==> src/rtl/bp_pkg.sv <==
// bp_pkg: shared constants, counter encodings and types for the local branch predictor update path.
package bp_pkg;
    localparam int BHT_DEPTH = 10;
    localparam int PHT_DEPTH = 6;
    localparam logic [1:0] SNT = 2'b00;
    localparam logic [1:0] WNT = 2'b01;
    localparam logic [1:0] WT  = 2'b11;
    localparam logic [1:0] ST  = 2'b10;
    localparam logic [1:0] PHT_INIT = WT;
    localparam int BHT_INIT = 0;
    typedef enum logic {ST_INIT, ST_RUN} state_e;
    typedef struct packed {
        logic [31:0] pc;
        logic        take;
    } upd_ent_t;
endpackage

==> src/rtl/bp_update_ctrl_if.sv <==
// bp_update_ctrl_if: M-stage branch inputs, table write command bus and status of the update sequencer.
interface bp_update_ctrl_if #(
    parameter int BW = 10,
    parameter int CW = 32
);
    logic          branchM;
    logic [31:0]   pcM;
    logic          actual_takeM;
    logic          pred_wrong;
    logic          upd_ready;
    logic          upd_valid;
    logic          upd_init;
    logic [BW-1:0] upd_idx;
    logic [31:0]   upd_pc;
    logic          upd_take;
    logic          init_busy;
    logic          stall_req;
    logic [CW-1:0] mispred_cnt;
    modport master (
        input  branchM, pcM, actual_takeM, pred_wrong, upd_ready,
        output upd_valid, upd_init, upd_idx, upd_pc, upd_take, init_busy, stall_req, mispred_cnt
    );
    modport slave (
        output branchM, pcM, actual_takeM, pred_wrong, upd_ready,
        input  upd_valid, upd_init, upd_idx, upd_pc, upd_take, init_busy, stall_req, mispred_cnt
    );
endinterface

==> src/rtl/bp_upd_fifo.sv <==
// bp_upd_fifo: synchronous FIFO buffering resolved branches; head entry is presented combinationally.
module bp_upd_fifo #(
    parameter int W     = 33,
    parameter int DEPTH = 4
) (
    input  logic         clk,
    input  logic         rst,
    input  logic         push_i,
    input  logic         pop_i,
    input  logic [W-1:0] din_i,
    output logic [W-1:0] dout_o,
    output logic         full_o,
    output logic         empty_o
);
    localparam int AW = $clog2(DEPTH);
    logic [W-1:0]  mem_q [DEPTH];
    logic [AW-1:0] head_q, tail_q;
    logic [AW:0]   cnt_q;
    always_ff @(posedge clk or negedge rst) begin
        if (!rst) begin
            head_q <= '0;
            tail_q <= '0;
            cnt_q  <= '0;
        end else begin
            if (push_i) tail_q <= tail_q + 1'b1;
            if (pop_i) head_q <= head_q + 1'b1;
            cnt_q <= cnt_q + (AW+1)'(push_i) - (AW+1)'(pop_i);
        end
    end
    always_ff @(posedge clk) begin
        if (push_i) mem_q[tail_q] <= din_i;
    end
    assign dout_o  = mem_q[head_q];
    assign empty_o = cnt_q == '0;
    assign full_o  = cnt_q == (AW+1)'(DEPTH);
endmodule

==> src/rtl/bp_update_ctrl.sv <==
// bp_update_ctrl: owns the BHT/PHT write port; sweeps the tables after reset,
// then issues one queued branch update per handshake and counts mispredicts.
module bp_update_ctrl #(
    parameter int BHT_DEPTH  = bp_pkg::BHT_DEPTH,
    parameter int FIFO_DEPTH = 4,
    parameter int CNT_W      = 32
) (
    input logic              clk,
    input logic              rst,
    bp_update_ctrl_if.master bus
);
    import bp_pkg::*;
    localparam int EW = $bits(upd_ent_t);
    state_e               state_q, state_d;
    logic [BHT_DEPTH-1:0] sweep_q, sweep_d;
    logic [CNT_W-1:0]     cnt_q, cnt_d;
    logic                 in_init, valid, hs, push, pop, full, empty;
    logic [EW-1:0]        head_raw;
    upd_ent_t             head;
    assign in_init = state_q == ST_INIT;
    assign valid   = in_init | ~empty;
    assign hs      = valid & bus.upd_ready;
    assign pop     = ~in_init & hs;
    assign push    = ~in_init & bus.branchM & (~full | pop);
    assign head    = upd_ent_t'(head_raw);
    bp_upd_fifo #(.W(EW), .DEPTH(FIFO_DEPTH)) u_fifo (
        .clk     (clk),
        .rst     (rst),
        .push_i  (push),
        .pop_i   (pop),
        .din_i   ({bus.pcM, bus.actual_takeM}),
        .dout_o  (head_raw),
        .full_o  (full),
        .empty_o (empty)
    );
    always_ff @(posedge clk or negedge rst) begin
        if (!rst) begin
            state_q <= ST_INIT;
            sweep_q <= '0;
            cnt_q   <= '0;
        end else begin
            state_q <= state_d;
            sweep_q <= sweep_d;
            cnt_q   <= cnt_d;
        end
    end
    // The last sweep handshake (all-ones index) hands the write port over to the FIFO.
    always_comb begin
        state_d = (in_init & hs & (&sweep_q)) ? ST_RUN : state_q;
        sweep_d = (in_init & hs) ? sweep_q + 1'b1 : sweep_q;
        cnt_d   = (push & bus.pred_wrong & ~(&cnt_q)) ? cnt_q + 1'b1 : cnt_q;
    end
    // Reset gates upd_valid directly so the table port is quiet the moment rst drops.
    always_comb begin
        bus.upd_valid   = rst & valid;
        bus.upd_init    = in_init;
        bus.upd_idx     = in_init ? sweep_q : head.pc[BHT_DEPTH+1:2];
        bus.upd_pc      = in_init ? '0 : head.pc;
        bus.upd_take    = in_init ? 1'b0 : head.take;
        bus.init_busy   = in_init;
        bus.stall_req   = in_init | (bus.branchM & full & ~pop);
        bus.mispred_cnt = cnt_q;
    end
endmodule
==> src/flat_wrapper.sv <==
// flat-port wrapper written by rule: the top's interface ports become plain ports
module bp_update_ctrl_flat import bp_pkg::*;
#(
    parameter int BHT_DEPTH  = bp_pkg::BHT_DEPTH,
    parameter int FIFO_DEPTH = 4,
    parameter int CNT_W      = 32
)
  (clk, rst, bus_branchM, bus_pcM, bus_actual_takeM, bus_pred_wrong, bus_upd_ready, bus_upd_valid, bus_upd_init, bus_upd_idx, bus_upd_pc, bus_upd_take, bus_init_busy, bus_stall_req, bus_mispred_cnt);
  bp_update_ctrl_if bus_i ();
  input logic clk;
  input logic rst;
  input wire logic [$bits(bus_i.branchM)-1:0] bus_branchM;
  input wire logic [$bits(bus_i.pcM)-1:0] bus_pcM;
  input wire logic [$bits(bus_i.actual_takeM)-1:0] bus_actual_takeM;
  input wire logic [$bits(bus_i.pred_wrong)-1:0] bus_pred_wrong;
  input wire logic [$bits(bus_i.upd_ready)-1:0] bus_upd_ready;
  output wire logic [$bits(bus_i.upd_valid)-1:0] bus_upd_valid;
  output wire logic [$bits(bus_i.upd_init)-1:0] bus_upd_init;
  output wire logic [$bits(bus_i.upd_idx)-1:0] bus_upd_idx;
  output wire logic [$bits(bus_i.upd_pc)-1:0] bus_upd_pc;
  output wire logic [$bits(bus_i.upd_take)-1:0] bus_upd_take;
  output wire logic [$bits(bus_i.init_busy)-1:0] bus_init_busy;
  output wire logic [$bits(bus_i.stall_req)-1:0] bus_stall_req;
  output wire logic [$bits(bus_i.mispred_cnt)-1:0] bus_mispred_cnt;
  assign bus_i.branchM = bus_branchM;
  assign bus_i.pcM = bus_pcM;
  assign bus_i.actual_takeM = bus_actual_takeM;
  assign bus_i.pred_wrong = bus_pred_wrong;
  assign bus_i.upd_ready = bus_upd_ready;
  assign bus_upd_valid = bus_i.upd_valid;
  assign bus_upd_init = bus_i.upd_init;
  assign bus_upd_idx = bus_i.upd_idx;
  assign bus_upd_pc = bus_i.upd_pc;
  assign bus_upd_take = bus_i.upd_take;
  assign bus_init_busy = bus_i.init_busy;
  assign bus_stall_req = bus_i.stall_req;
  assign bus_mispred_cnt = bus_i.mispred_cnt;
  bp_update_ctrl #(.BHT_DEPTH(BHT_DEPTH), .FIFO_DEPTH(FIFO_DEPTH), .CNT_W(CNT_W)) u_core (.clk(clk), .rst(rst), .bus(bus_i));
endmodule
==> config.mk <==
export PLATFORM = sky130hd
export DESIGN_NAME = bp_update_ctrl_flat
export DESIGN_NICKNAME = d
export VERILOG_FILES = /design/src/rtl/bp_pkg.sv /design/src/rtl/bp_update_ctrl_if.sv /design/src/rtl/bp_upd_fifo.sv /design/src/rtl/bp_update_ctrl.sv /design/src/flat_wrapper.sv
export SDC_FILE = /design/constraint.sdc
export NUM_CORES = 1
export LEC_CHECK = 0
export BUFFER_PORTS_ARGS = -buffer_cell sky130_fd_sc_hd__buf_4
export CAP_MARGIN = 20
export CORE_UTILIZATION = 35
export DETAILED_ROUTE_END_ITERATION = 16
export PLACE_DENSITY = 0.52
export SETUP_SLACK_MARGIN = 0.1
export SLEW_MARGIN = 20
export SYNTH_ARGS = -nofsm -noshare
export SYNTH_HDL_FRONTEND = slang
export SYNTH_SLANG_ARGS = --single-unit
==> constraint.sdc <==
create_clock -name clk -period 2.7 [get_ports clk]
set_clock_uncertainty 0.05 [all_clocks]
set_input_delay 0.135 -clock clk [delete_from_list [all_inputs] [get_ports clk]]
set_output_delay 0.135 -clock clk [all_outputs]
set_load 0.01 [all_outputs]
Word level (Yosys, flattened, before mapping)
Memory sizes are Yosys's and may differ from the RTL's.
Cells that the tools add are included.
- flip-flop bits (word level): 50
- RAM bits: 132
- input bits: 38
- output and inout port bits: 79
- memories: 1
- memories (name ; depth ; width ; read ports ; clocked after Yosys merged registers in ; write ports ; line ; text):
    u_core.u_fifo.mem_q ; 4 ; 33 ; 1 ; 0 ; 1 ; bp_upd_fifo.sv:16 ; logic [W-1:0] mem_q [DEPTH];
- add/sub/neg operators: 6
- eq/ne operators: 1
- muxes and demuxes: 5
- bitwise operators: 19
- reductions and logical operators: 3
- operators by type and width (operator ; count):
    $add 32x1->32 const B ; 1
    $mux 32 ; 1
    $reduce_and 32->1 ; 1
    $and 1x1->1 ; 11
    $add 10x1->10 const B ; 1
    $mux 10 ; 1
    $reduce_and 10->1 ; 1
    $not 1->1 ; 5
    $add 2x1->2 const B ; 2
    $add 3x1->3 ; 1
    $eq 3x3->1 const B ; 1
    $logic_not 3->1 ; 1
    $mux 1 ; 3
    $or 1x1->1 ; 3
    $sub 3x1->3 ; 1

Logic depth before layout (Yosys ltp)
- word-level depth: 9
- gate-level depth with buffers: 11
- mapped depth without buffers: 10

Cells and area by module
Synthesis repeated with hierarchy kept, for this count alone.
- cell total of the unflattened synthesis: 462
- area total of the unflattened synthesis: 7696.1 um^2
- by module, submodules not included (module ; times used ; cells an instance ; area an instance (um^2)):
    bp_upd_fifo ; 1 ; 207 ; 5202.5
    bp_update_ctrl ; 1 ; 255 ; 2493.6

Worst setup path after synthesis
OpenSTA, ideal clock, no wires.
- kind: register to register
- start: register u_core.u_fifo.cnt_q[1]
- end: register u_core.u_fifo.cnt_q[2]
- library setup time: 126 ps
- data arrival time: 2398 ps
- slack: 125 ps
- cell stages (with the launch flop): 12
- clock period less this slack: 2575 ps
- path through: dfrtp_1 -> or4b_4 -> and3_1 -> clkbuf_1 -> inv_1 -> ha_1 -> inv_1 -> ha_1 -> inv_1 -> fa_1 -> xnor2_1 -> xnor2_1
- longest elaborated chain between the ends: 9
- elaborated cells on any way between the ends: 11
- ends and longest elaborated chain (item ; line ; text):
    from (decl) ; bp_upd_fifo.sv:18 ; logic [AW:0] cnt_q;
    from (signal assigned) ; bp_upd_fifo.sv:27 ; cnt_q <= cnt_q + (AW+1)'(push_i) - (AW+1)'(pop_i);
    $logic_not 3->1 ; bp_upd_fifo.sv:34 ; assign empty_o = cnt_q == '0;
    $not 1->1 ; bp_update_ctrl.sv:21 ; assign valid = in_init | ~empty;
    $or 1x1->1 ; bp_update_ctrl.sv:21 ;
    $and 1x1->1 ; bp_update_ctrl.sv:22 ; assign hs = valid & bus.upd_ready;
    $and 1x1->1 ; bp_update_ctrl.sv:23 ; assign pop = ~in_init & hs;
    $or 1x1->1 ; bp_update_ctrl.sv:24 ; assign push = ~in_init & bus.branchM & (~full | pop);
    $and 1x1->1 ; bp_update_ctrl.sv:24 ;
    $add 3x1->3 ; bp_upd_fifo.sv:27 ;
    $sub 3x1->3 * ; bp_upd_fifo.sv:27 ;
Mark *: on every way between the ends. The rest lies on a longest branch, timed or not.
A chain may end at the register's enable or synchronous reset.

Final worst setup path
- start: register u_core.u_fifo.cnt_q[0]
- end: register u_core.u_fifo.cnt_q[2]
Same word-level chain as after synthesis.

==> results.md <==
- Dominant cells by area after synthesis: edfxtp_1 52%, dfrtp_1 16%, mux4_2 9.8%, xnor2_1 3.7%, and2_1 3.2%
- CP cell instances: or4b_4 > and3_1 > inv_1 > ha_1 > inv_1 > ha_1 > inv_1 > fa_2 > xnor2_2 > xnor2_1
- Largest stage delay on the critical path: 570 ps
- Die Y: 149 um
- Share of cells above drive strength 1: 35.5%
- GRT Residual Overflow: 0
- Fillers: 1875
- Input/output buffers: 116
- Yosys top cell by area: edfxtp_1
- Synthesized Nets: 497
- Crit path buffers/inverters: 3
- Max Buffers Root-to-Sink: 2
- DP HPWL: 10200 um
- Max_cap viols: 0
- N_diodes: 0
- Netlist cell types: 44
- DRT iter0 DRCs: 151
- Pre-antenna DRT Iters: 4
- Routed len/inst: 17.5 um
- Final setup viols: 0
- Initial Util: 35.9%
- Total Wirelength: 15700 um
- Final period util: 91.9%
- Power density over the cells: 950 mW/mm2
- Commonest non-fill, non-tap cell in the layout: edfxtp_1
- RSZ-0062 raised after global routing: no
- IO Pins: 117
- Post-Syn Instances: 450
- DIE WIDTH: 149 um
- Max IR drop VDD: 512 uV
- Synthesized cell area: 0.00759 mm2
- CP Class: flop to flop
- Final cell count without fillers: 898
- Lkg Pwr: 3.76 nW
- CP max stage cell: or4b_4
- CP Data Arrival Time: 2740 ps
- Num CTS Buffers: 17
- Antenna-violating nets left: 0
- Syn. warnings: 0
- First-pass GRT wire length: 25100 um
- GP Congestion: 0.786
- Final slew viol count: 0
- Area growth from synthesis to layout: 28.3%
- DR vias/cell: 4.82
- CTS tree: yes
- Crit path max fanout: 4
- Final Critical Period: 2480 ps
- Largest net degree at the start of global routing: 39
- Gr usage total: 15.2%
- Worst EP required: 2960 ps
- Inst Count DP: 831
- Worst Hold Class: input port to asynchronous set/reset pin
- Most frequent cells in the layout: 132 x edfxtp_1, 127 x buf_4, 47 x dfrtp_1, 35 x and2_1, 34 x dlygate4sd3_1
- DRC viols: 0
- Via Count: 4328
- Post-synth top area share: 52.2%
- Initial antenna violation count: 0
- Clock root cell: clkbuf_16
- Avg Synthesized Cell Area: 16.9 um2
- # rows: 53
- Die area: 0.0223 mm2
- Crit-path leading delay family: simple AND/OR/NAND/NOR gates
- Clock sinks: 182
- Seq/Total Area, Yosys: 68.7%
- H-tree depth: 4
- Synth Register Bits: 182
- Slew @ Worst Pin: 973 ps
- Vias in the first global route: 4627
- Fmax: 403 MHz
- Status: completed
- Setup TNS: 0 ps
- Rel. slew slack: 35.1%
- Final hold violation count: 0
- Layout Nets: 658
- Worst-path clk slew: 70 ps
- Core area: 0.0212 mm2
- Crit path capture type: flop
- CP most frequent cell: inv_1
- Worst Setup Start Kind: flop
- Clock latency at the later pin of the worst-skew pair: 430 ps
-- report_power, final --
part / switching [mW] / leakage [nW] / internal, mW
Clock: 1.10 / 0.287 / 1.39
Combinational: 1.40 / 1.61 / 1.58
Sequential: 0.242 / 1.86 / 3.54
-- metrics by stage --
step / cell area (um2) / power (mW) / hold WS (ps) / worst slack [ps] / utilization, %
floorplan: 7590 / 5.50 / -211 / 126 / -
global placement: 8780 / 6.77 / -53.8 / 204 / 41.5
detailed placement: 8780 / 6.82 / -44.0 / 143 / 41.5
CTS: 9710 / 9.37 / 39.0 / 106 / 45.9
global route: 9740 / 9.75 / 43.6 / 89.1 / 46.0
finish: 9740 / 9.25 / 45.2 / 218 / 46.0
-- final cells by class --
type	count	area, um2	area share, %
inverters	12	45.0	0.463
clock buffers	17	425	4.37
well taps	275	344	3.53
clock inverters	14	168	1.72
flip-flops and latches	182	5220	53.6
multi-input cells	237	2240	23.0
repair buffers	161	1290	13.3
-- cell families after synthesis --
| family | count (synthesis) | share of synthesized area [%] |
|---|---|---|
| DFF | 182 | 68.7 |
| and+or+nand+nor | 128 | 10.2 |
| xor gates and xnor gates | 43 | 4.96 |
| muxes | 37 | 10.4 |
| buffers and inverters | 31 | 1.91 |
| AOI/OAI and AO/OA | 20 | 2.23 |
| adders and majority gates | 9 | 1.58 |
-- final timing paths --
kind	start	cells after the start	slack, ps	endpoint
worst max-delay path	u_core.u_fifo.cnt_q[0]	10	220	u_core.u_fifo.cnt_q[2]
worst min-delay path	rst	2	50	u_core.bus.mispred_cnt[1]
worst max register to register	u_core.u_fifo.cnt_q[0]	10	220	u_core.u_fifo.cnt_q[2]
worst min register to register	u_core.bus.mispred_cnt[26]	1	450	u_core.bus.mispred_cnt[26]
max in group asynchronous	rst	3	1810	u_core.bus.mispred_cnt[19]
min in group clk	bus_upd_ready	3	100	u_core.u_fifo.head_q[0]
-- synth_stat cells (all sizes together) --
master and count:
mux2 3, fa 1, and4 5, and2 41, ha 8, or3 1, a21o 10, and2b 1
o41a 1, a31oi 1, nor2 10, mux2i 1, nor4 5, edfxtp 132, and3 9, mux4 33
buf 9, o311a 1, nand2 20, o21ai 2, a211o 1, inv 12, xnor2 32, nand4 16
clkbuf 10, dfrtp 50, nand3 14, a211oi 2, o31ai 1, or4b 1, xor2 11, o2111ai 1
nor3 4, nor2b 1
-- sequential cells by signal (all words and copies together), names as in the netlist --
signal                  cells
u_core.u_fifo.head_q        2
u_core.bus.mispred_cnt     32
u_core.u_fifo.mem_q       132
u_core.u_fifo.tail_q        2
u_core.state_q              1
u_core.u_fifo.cnt_q         3
u_core.sweep_q             10
-- routing by layer --
layer / GRT usage, % / share of wire, % / vias to the layer above
li1: - / - / 2028
met1: 19.3 / 44 / 2189
met2: 25.2 / 50 / 99
met3: 4.37 / 5.2 / 12
met4: 4.44 / 0.92 / 0
met5: 0 / 0 / -
-- what timing repair did --
action,4_1_cts,5_1_grt
buffers inserted,0,2
resized for setup,0,3
hold endpoints to repair,182,0
endpoints found under the setup margin,0,1
hold buffers,34,0
No activity file was read; power rests on OpenSTA's default activity.
